--- src/rtl/fast_pulse_accumulator.sv ---
// fast_pulse_accumulator
//
// Counts single-cycle event pulses arriving from the slow-to-fast
// synchronizer and hands them downstream in batches. A batch is closed and
// reported either when its running count reaches THRESH, or when TIMEOUT
// cycles have passed since its first pulse. Reports use a valid/ready
// handshake. Pulses that arrive while a report is stalled keep accumulating
// into the next batch, so none are lost unless the counter saturates.
//
// Optional feature macro: FAST_PULSE_ACC_OVF_FLAG_EN
//   When defined, a sticky overflow output flags pulses dropped because the
//   accumulator was already at its maximum value. It is cleared only by rst.
//
// Ports:
//   clk_fast   in   fast clock, rising edge
//   rst        in   synchronous active-high reset
//   pulse_in   in   single-cycle event pulse
//   evt_valid  out  report available
//   evt_ready  in   consumer accepts the report
//   evt_count  out  number of events in the report (CNT_W bits)
//   busy       out  state is not IDLE
//   overflow   out  sticky saturation flag (only with the macro defined)

module fast_pulse_accumulator #(
    parameter int unsigned CNT_W   = 8,
    parameter int unsigned THRESH  = 16,
    parameter int unsigned TIMEOUT = 64,
    parameter int unsigned TMR_W   = 16
) (
    input  logic             clk_fast,
    input  logic             rst,
    input  logic             pulse_in,
    output logic             evt_valid,
    input  logic             evt_ready,
    output logic [CNT_W-1:0] evt_count,
    output logic             busy
`ifdef FAST_PULSE_ACC_OVF_FLAG_EN
    ,
    output logic             overflow
`endif
);

    typedef enum logic [1:0] {
        IDLE,
        ACCUM,
        REPORT
    } state_t;

    localparam logic [CNT_W-1:0] ACC_MAX  = '1;
    localparam logic [CNT_W-1:0] THRESH_V = CNT_W'(THRESH);
    localparam logic [TMR_W-1:0] TMO_V    = TMR_W'(TIMEOUT);
    localparam logic [TMR_W-1:0] TMR_ONE  = TMR_W'(1);

    state_t           state;
    logic [CNT_W-1:0] acc;
    logic [TMR_W-1:0] timer;

    logic [CNT_W-1:0] acc_next;
    logic             thresh_hit;
    logic             timer_done;
    logic             acc_full;

    // Saturating increment: a pulse on a full accumulator is dropped.
    always_comb begin
        acc_full   = (acc == ACC_MAX);
        acc_next   = (pulse_in && !acc_full) ? acc + CNT_W'(1) : acc;
        thresh_hit = (acc_next >= THRESH_V);
        timer_done = (timer == TMO_V);
    end

    always_ff @(posedge clk_fast) begin
        if (rst) begin
            state     <= IDLE;
            acc       <= '0;
            timer     <= '0;
            evt_valid <= 1'b0;
            evt_count <= '0;
            busy      <= 1'b0;
        end else begin
            unique case (state)
                IDLE: begin
                    if (pulse_in) begin
                        busy <= 1'b1;
                        if (thresh_hit) begin
                            evt_count <= acc_next;
                            evt_valid <= 1'b1;
                            acc       <= '0;
                            state     <= REPORT;
                        end else begin
                            acc   <= acc_next;
                            timer <= TMR_ONE;
                            state <= ACCUM;
                        end
                    end
                end

                ACCUM: begin
                    // Threshold and timeout both report acc_next, so the
                    // shared branch gives threshold its priority for free.
                    if (thresh_hit || timer_done) begin
                        evt_count <= acc_next;
                        evt_valid <= 1'b1;
                        acc       <= '0;
                        state     <= REPORT;
                    end else begin
                        acc   <= acc_next;
                        timer <= timer + TMR_ONE;
                    end
                end

                REPORT: begin
                    if (evt_ready) begin
                        if (thresh_hit) begin
                            // Back-to-back report: evt_valid stays high.
                            evt_count <= acc_next;
                            acc       <= '0;
                        end else if (acc_next != '0) begin
                            evt_valid <= 1'b0;
                            acc       <= acc_next;
                            timer     <= TMR_ONE;
                            state     <= ACCUM;
                        end else begin
                            evt_valid <= 1'b0;
                            busy      <= 1'b0;
                            state     <= IDLE;
                        end
                    end else begin
                        // Stalled: evt_count holds, pulses keep counting.
                        acc <= acc_next;
                    end
                end

                default: begin
                    state     <= IDLE;
                    acc       <= '0;
                    evt_valid <= 1'b0;
                    busy      <= 1'b0;
                end
            endcase
        end
    end

`ifdef FAST_PULSE_ACC_OVF_FLAG_EN
    always_ff @(posedge clk_fast) begin
        if (rst) begin
            overflow <= 1'b0;
        end else if (pulse_in && acc_full) begin
            overflow <= 1'b1;
        end
    end
`endif

endmodule

--- config.mk ---
export PLATFORM = sky130hd
export DESIGN_NAME = fast_pulse_accumulator
export DESIGN_NICKNAME = d
export VERILOG_FILES = /design/src/rtl/fast_pulse_accumulator.sv
export SDC_FILE = /design/constraint.sdc
export NUM_CORES = 1
export LEC_CHECK = 0
export CELL_PAD_IN_SITES_DETAIL_PLACEMENT = 1
export CELL_PAD_IN_SITES_GLOBAL_PLACEMENT = 1
export CORE_ASPECT_RATIO = 0.6
export CORE_MARGIN = 4
export CORE_UTILIZATION = 40
export DETAILED_ROUTE_END_ITERATION = 8
export HOLD_SLACK_MARGIN = 0.08
export PLACE_DENSITY = 0.83
export SYNTH_ARGS = -nofsm -noshare
export SYNTH_HDL_FRONTEND = slang
export SYNTH_SLANG_ARGS = --single-unit
export TNS_END_PERCENT = 20
--- constraint.sdc ---
create_clock -name clk_fast -period 3 [get_ports clk_fast]
set_input_delay 0.9 -clock clk_fast [delete_from_list [all_inputs] [get_ports clk_fast]]
set_output_delay 0.9 -clock clk_fast [all_outputs]
set_load 0.05 [all_outputs]
==> summary.md, run 1 <==
| Metric | Value |
|---|---|
| Final WL | 7642 um |
| Max transition margin | 0.6298 |
| Starting Density | 0.4155 |
| RSZ-0062 raised after global routing | no |
| Worst path required time | 3.21 ns |
| Warnings from Yosys | 0 |
| FF+latch count, synth | 36 |
| Post-DR vias/cell | 6.344 |
| Die height | 64.27 um |
| Nets@finish | 309 |
| I/O Buffers | 13 |
| Crit Path Class | flip-flop to flip-flop |
| Worst-path maximum fanout | 8 |
| Final hold vios | 0 |
| Worst VDD drop | 0.3052 mV |
| CP Capture Type | flip-flop |
| Worst Tran Pin Value | 0.5536 ns |
| TritonCTS clock tree | built |
| Layout cells sized above 1 | 0.1782 |
| Period utilization | 0.9326 |
| DRT antenna net count | 0 |
| Primary FF master, synth | dfxtp_1 |
| Routed len/inst | 20.71 um |
| Clock buffer depth | 2 |
| Post-Synthesis Cells | 262 |
| I/O pin cnt | 14 |
| GRT overflow | 0 |
| Synth async-reset ratio | 0 |
| CTS root buf | clkbuf_8 |
| DRT iter0 DRCs | 210 |
| CORE AREA | 5080 um^2 |
| Area Overhead vs Synth | 29.40% |
| Setup violations, final | 0 |
| 1st-pass router iterations | 5 |
| CTS Sinks | 36 |
| GRT Total Usage | 0.2416 |
| DP HPWL | 5104 um |
| TritonCTS Buffers | 5 |
| Pwr Total | 1262 uW |
| Synth cell types | 58 |
| Clk Latency, worst-skew pair | 0.30 ns |
| Clk slew on worst S/H paths | 0.07 ns |
| Vias | 2,341 |
| Max Fclk | 357.4 MHz |
| Drt drc | 0 |
| Vias in the first global route | 2,315 |
| Min-delay worst type | flip-flop to flip-flop |
| Global-route wire length before repair | 12,300 um |
| Final core occ | 0.5377 |
| MaxCap Viol Count | 0 |
| Die area | 6541 um^2 |
| Fillcell total | 605 |
| Data arrival, critical path | 3.01 ns |
| Diodes inserted | 0 |
| Hold Buf Count CTS | 0 |
| Mapped cell area | 2111 um^2 |
| Antenna violations before repair | 0 |
| Htree depth | 2 |
| Syn_nets | 269 |
| Number of synthesized flops with an enable pin | 0 |
| Critical Path Start Type | flip-flop |
| Row Count | 20 |
| Die width | 101.8 um |
| Setup Skew | 0.01107 ns |
| Seq/Total Area, Yosys | 0.3414 |
| Max Slew Vio Count | 0 |
| Final min period | 2.798 ns |
| Power per cell area | 461.9 nW/um^2 |
| Largest net degree at the start of global routing | 27 |
| Outcome | completed |
| Placer Congestion | 0.8781 |
| P_leak | 0.001012 uW |
| Avg Cell Area, Syn | 8.056 um^2 |
## registers in the layout, indices dropped and copies added, names as in the netlist
signal	count
state	2
evt_valid	1
evt_count	8
acc	8
busy	1
timer	16
## layout make-up
cell class	instances	area [um^2]	area share
Clock inverter	3	90.09	0.03298
Timing Repair Buffer	48	436.7	0.1599
Inverter	6	22.52	0.008246
Clock buffer	5	68.82	0.02519
Sequential cell	36	720.7	0.2639
Multi-Input combinational cell	205	1310	0.4796
Tap cell	66	82.58	0.03023
## cell usage after synthesis, types with 3 or more instances
cell | instances | area share
a21o_1 | 4 | 0.014
a21oi_1 | 30 | 0.071
a22oi_1 | 4 | 0.014
a31oi_1 | 3 | 0.0089
and2_1 | 6 | 0.018
and3_1 | 7 | 0.021
buf_2 | 5 | 0.012
clkbuf_1 | 8 | 0.014
dfxtp_1 | 36 | 0.34
ha_1 | 3 | 0.018
inv_1 | 6 | 0.011
mux2i_1 | 8 | 0.038
nand2_1 | 15 | 0.027
nand2b_1 | 5 | 0.015
nand3_1 | 7 | 0.017
nand4_1 | 10 | 0.030
nor2_1 | 22 | 0.039
nor2b_1 | 5 | 0.015
nor3_1 | 5 | 0.012
o21ai_0 | 10 | 0.024
o31ai_1 | 6 | 0.021
or3_1 | 7 | 0.021
or4_1 | 7 | 0.025
## critical path, stage by stage, from the launching register on
cell and delay (ns):
dfxtp_1 0.47, ha_2 0.34, and4_4 0.28, buf_4 0.12, o211ai_1 0.10, a222oi_1 0.44
clkdlybuf4s15_2 0.35, buf_4 0.15, nor2b_1 0.07, o22a_1 0.19, nor3_1 0.20
## final timing paths
check / slack [ns] / to / startpoint / cells after the start
max: 0.20 / state[0]$_SDFFE_PP0P_ / acc[0]$_SDFFE_PP0P_ / 10
min: 0.49 / evt_valid$_SDFFE_PP0P_ / evt_valid$_SDFFE_PP0P_ / 1
max reg2reg: 0.20 / state[0]$_SDFFE_PP0P_ / acc[0]$_SDFFE_PP0P_ / 10
min reg2reg: 0.49 / evt_valid$_SDFFE_PP0P_ / evt_valid$_SDFFE_PP0P_ / 1
## logic make-up after synthesis
group           count (synthesis)  share of synthesized area
buf+inv                        21                    0.04564
compound gates                 84                     0.2632
flops                          36                     0.3414
simple gates                  108                     0.2845
mux                             9                    0.04327
fa+ha+maj                       3                    0.01778
xor+xnor                        1                   0.004150
## through the flow
stage,std cells,hold slack (ns),setup TNS (ns),setup WS (ns),area [um^2]
floorplan,262,0.4515,0,0.1463,2111
global placement,358,0.4760,-6.244,-0.2540,2527
detailed placement,358,0.4707,-9.246,-0.4221,2527
CTS,367,0.4934,-0.006464,-0.006464,2696
global route,369,0.5207,0,0.008074,2731
finish,369,0.4922,0,0.2022,2731
## cells in the final DEF, fill, tap and decap left out, types with 2 or more instances in the layout
cell type / instances
a21oi_1: 30
ha_1: 2
a31oi_1: 3
a211oi_1: 2
a21o_1: 4
nor4_1: 2
dfxtp_1: 36
and2_1: 6
a22oi_1: 4
or4_1: 7
nand2b_1: 5
bufinv_16: 3
clkdlybuf4s50_1: 12
o22ai_1: 2
nand2_1: 15
a31o_2: 2
nor2_1: 22
buf_12: 3
mux2i_1: 8
clkbuf_8: 5
buf_4: 31
nand3_1: 7
or3_1: 7
o41ai_1: 2
o21ai_0: 10
nor3_1: 5
o21a_1: 2
and3_1: 6
o31ai_1: 6
and4_1: 2
nor2b_1: 5
nand4b_1: 2
inv_1: 6
nand4_1: 10
## repair_timing
action | in CTS | in global routing
pin swaps | 0 | 1
buffers inserted | 1 | 1
gates resized for setup | 2 | 4
setup endpoints to repair | 14 | 35
gates cloned | 0 | 1
## per-layer routing
layer  part of all wire  track usage  wire (um)
met1               0.47       0.3548       3613
met2               0.44       0.3607       3390
met3              0.072      0.03926        548
met4              0.012      0.06799         90
met5                  0            0          0
## power by group
| group | internal (uW) | switching [uW] |
|---|---|---|
| clock network | 416 | 204 |
| logic | 61.3 | 83.6 |
| registers | 485 | 11.2 |
Power figures use the tool's default switching activity.
==> run 2: changes to the inputs <==
--- a/config.mk
+++ b/config.mk
@@ -16,4 +16,4 @@
 export SYNTH_ARGS = -nofsm -noshare
 export SYNTH_HDL_FRONTEND = slang
 export SYNTH_SLANG_ARGS = --single-unit
-export TNS_END_PERCENT = 20
+export TNS_END_PERCENT = 30
==> results of run 2 <==
No change in the layout: final DEF, timing and power equal those of run 1.
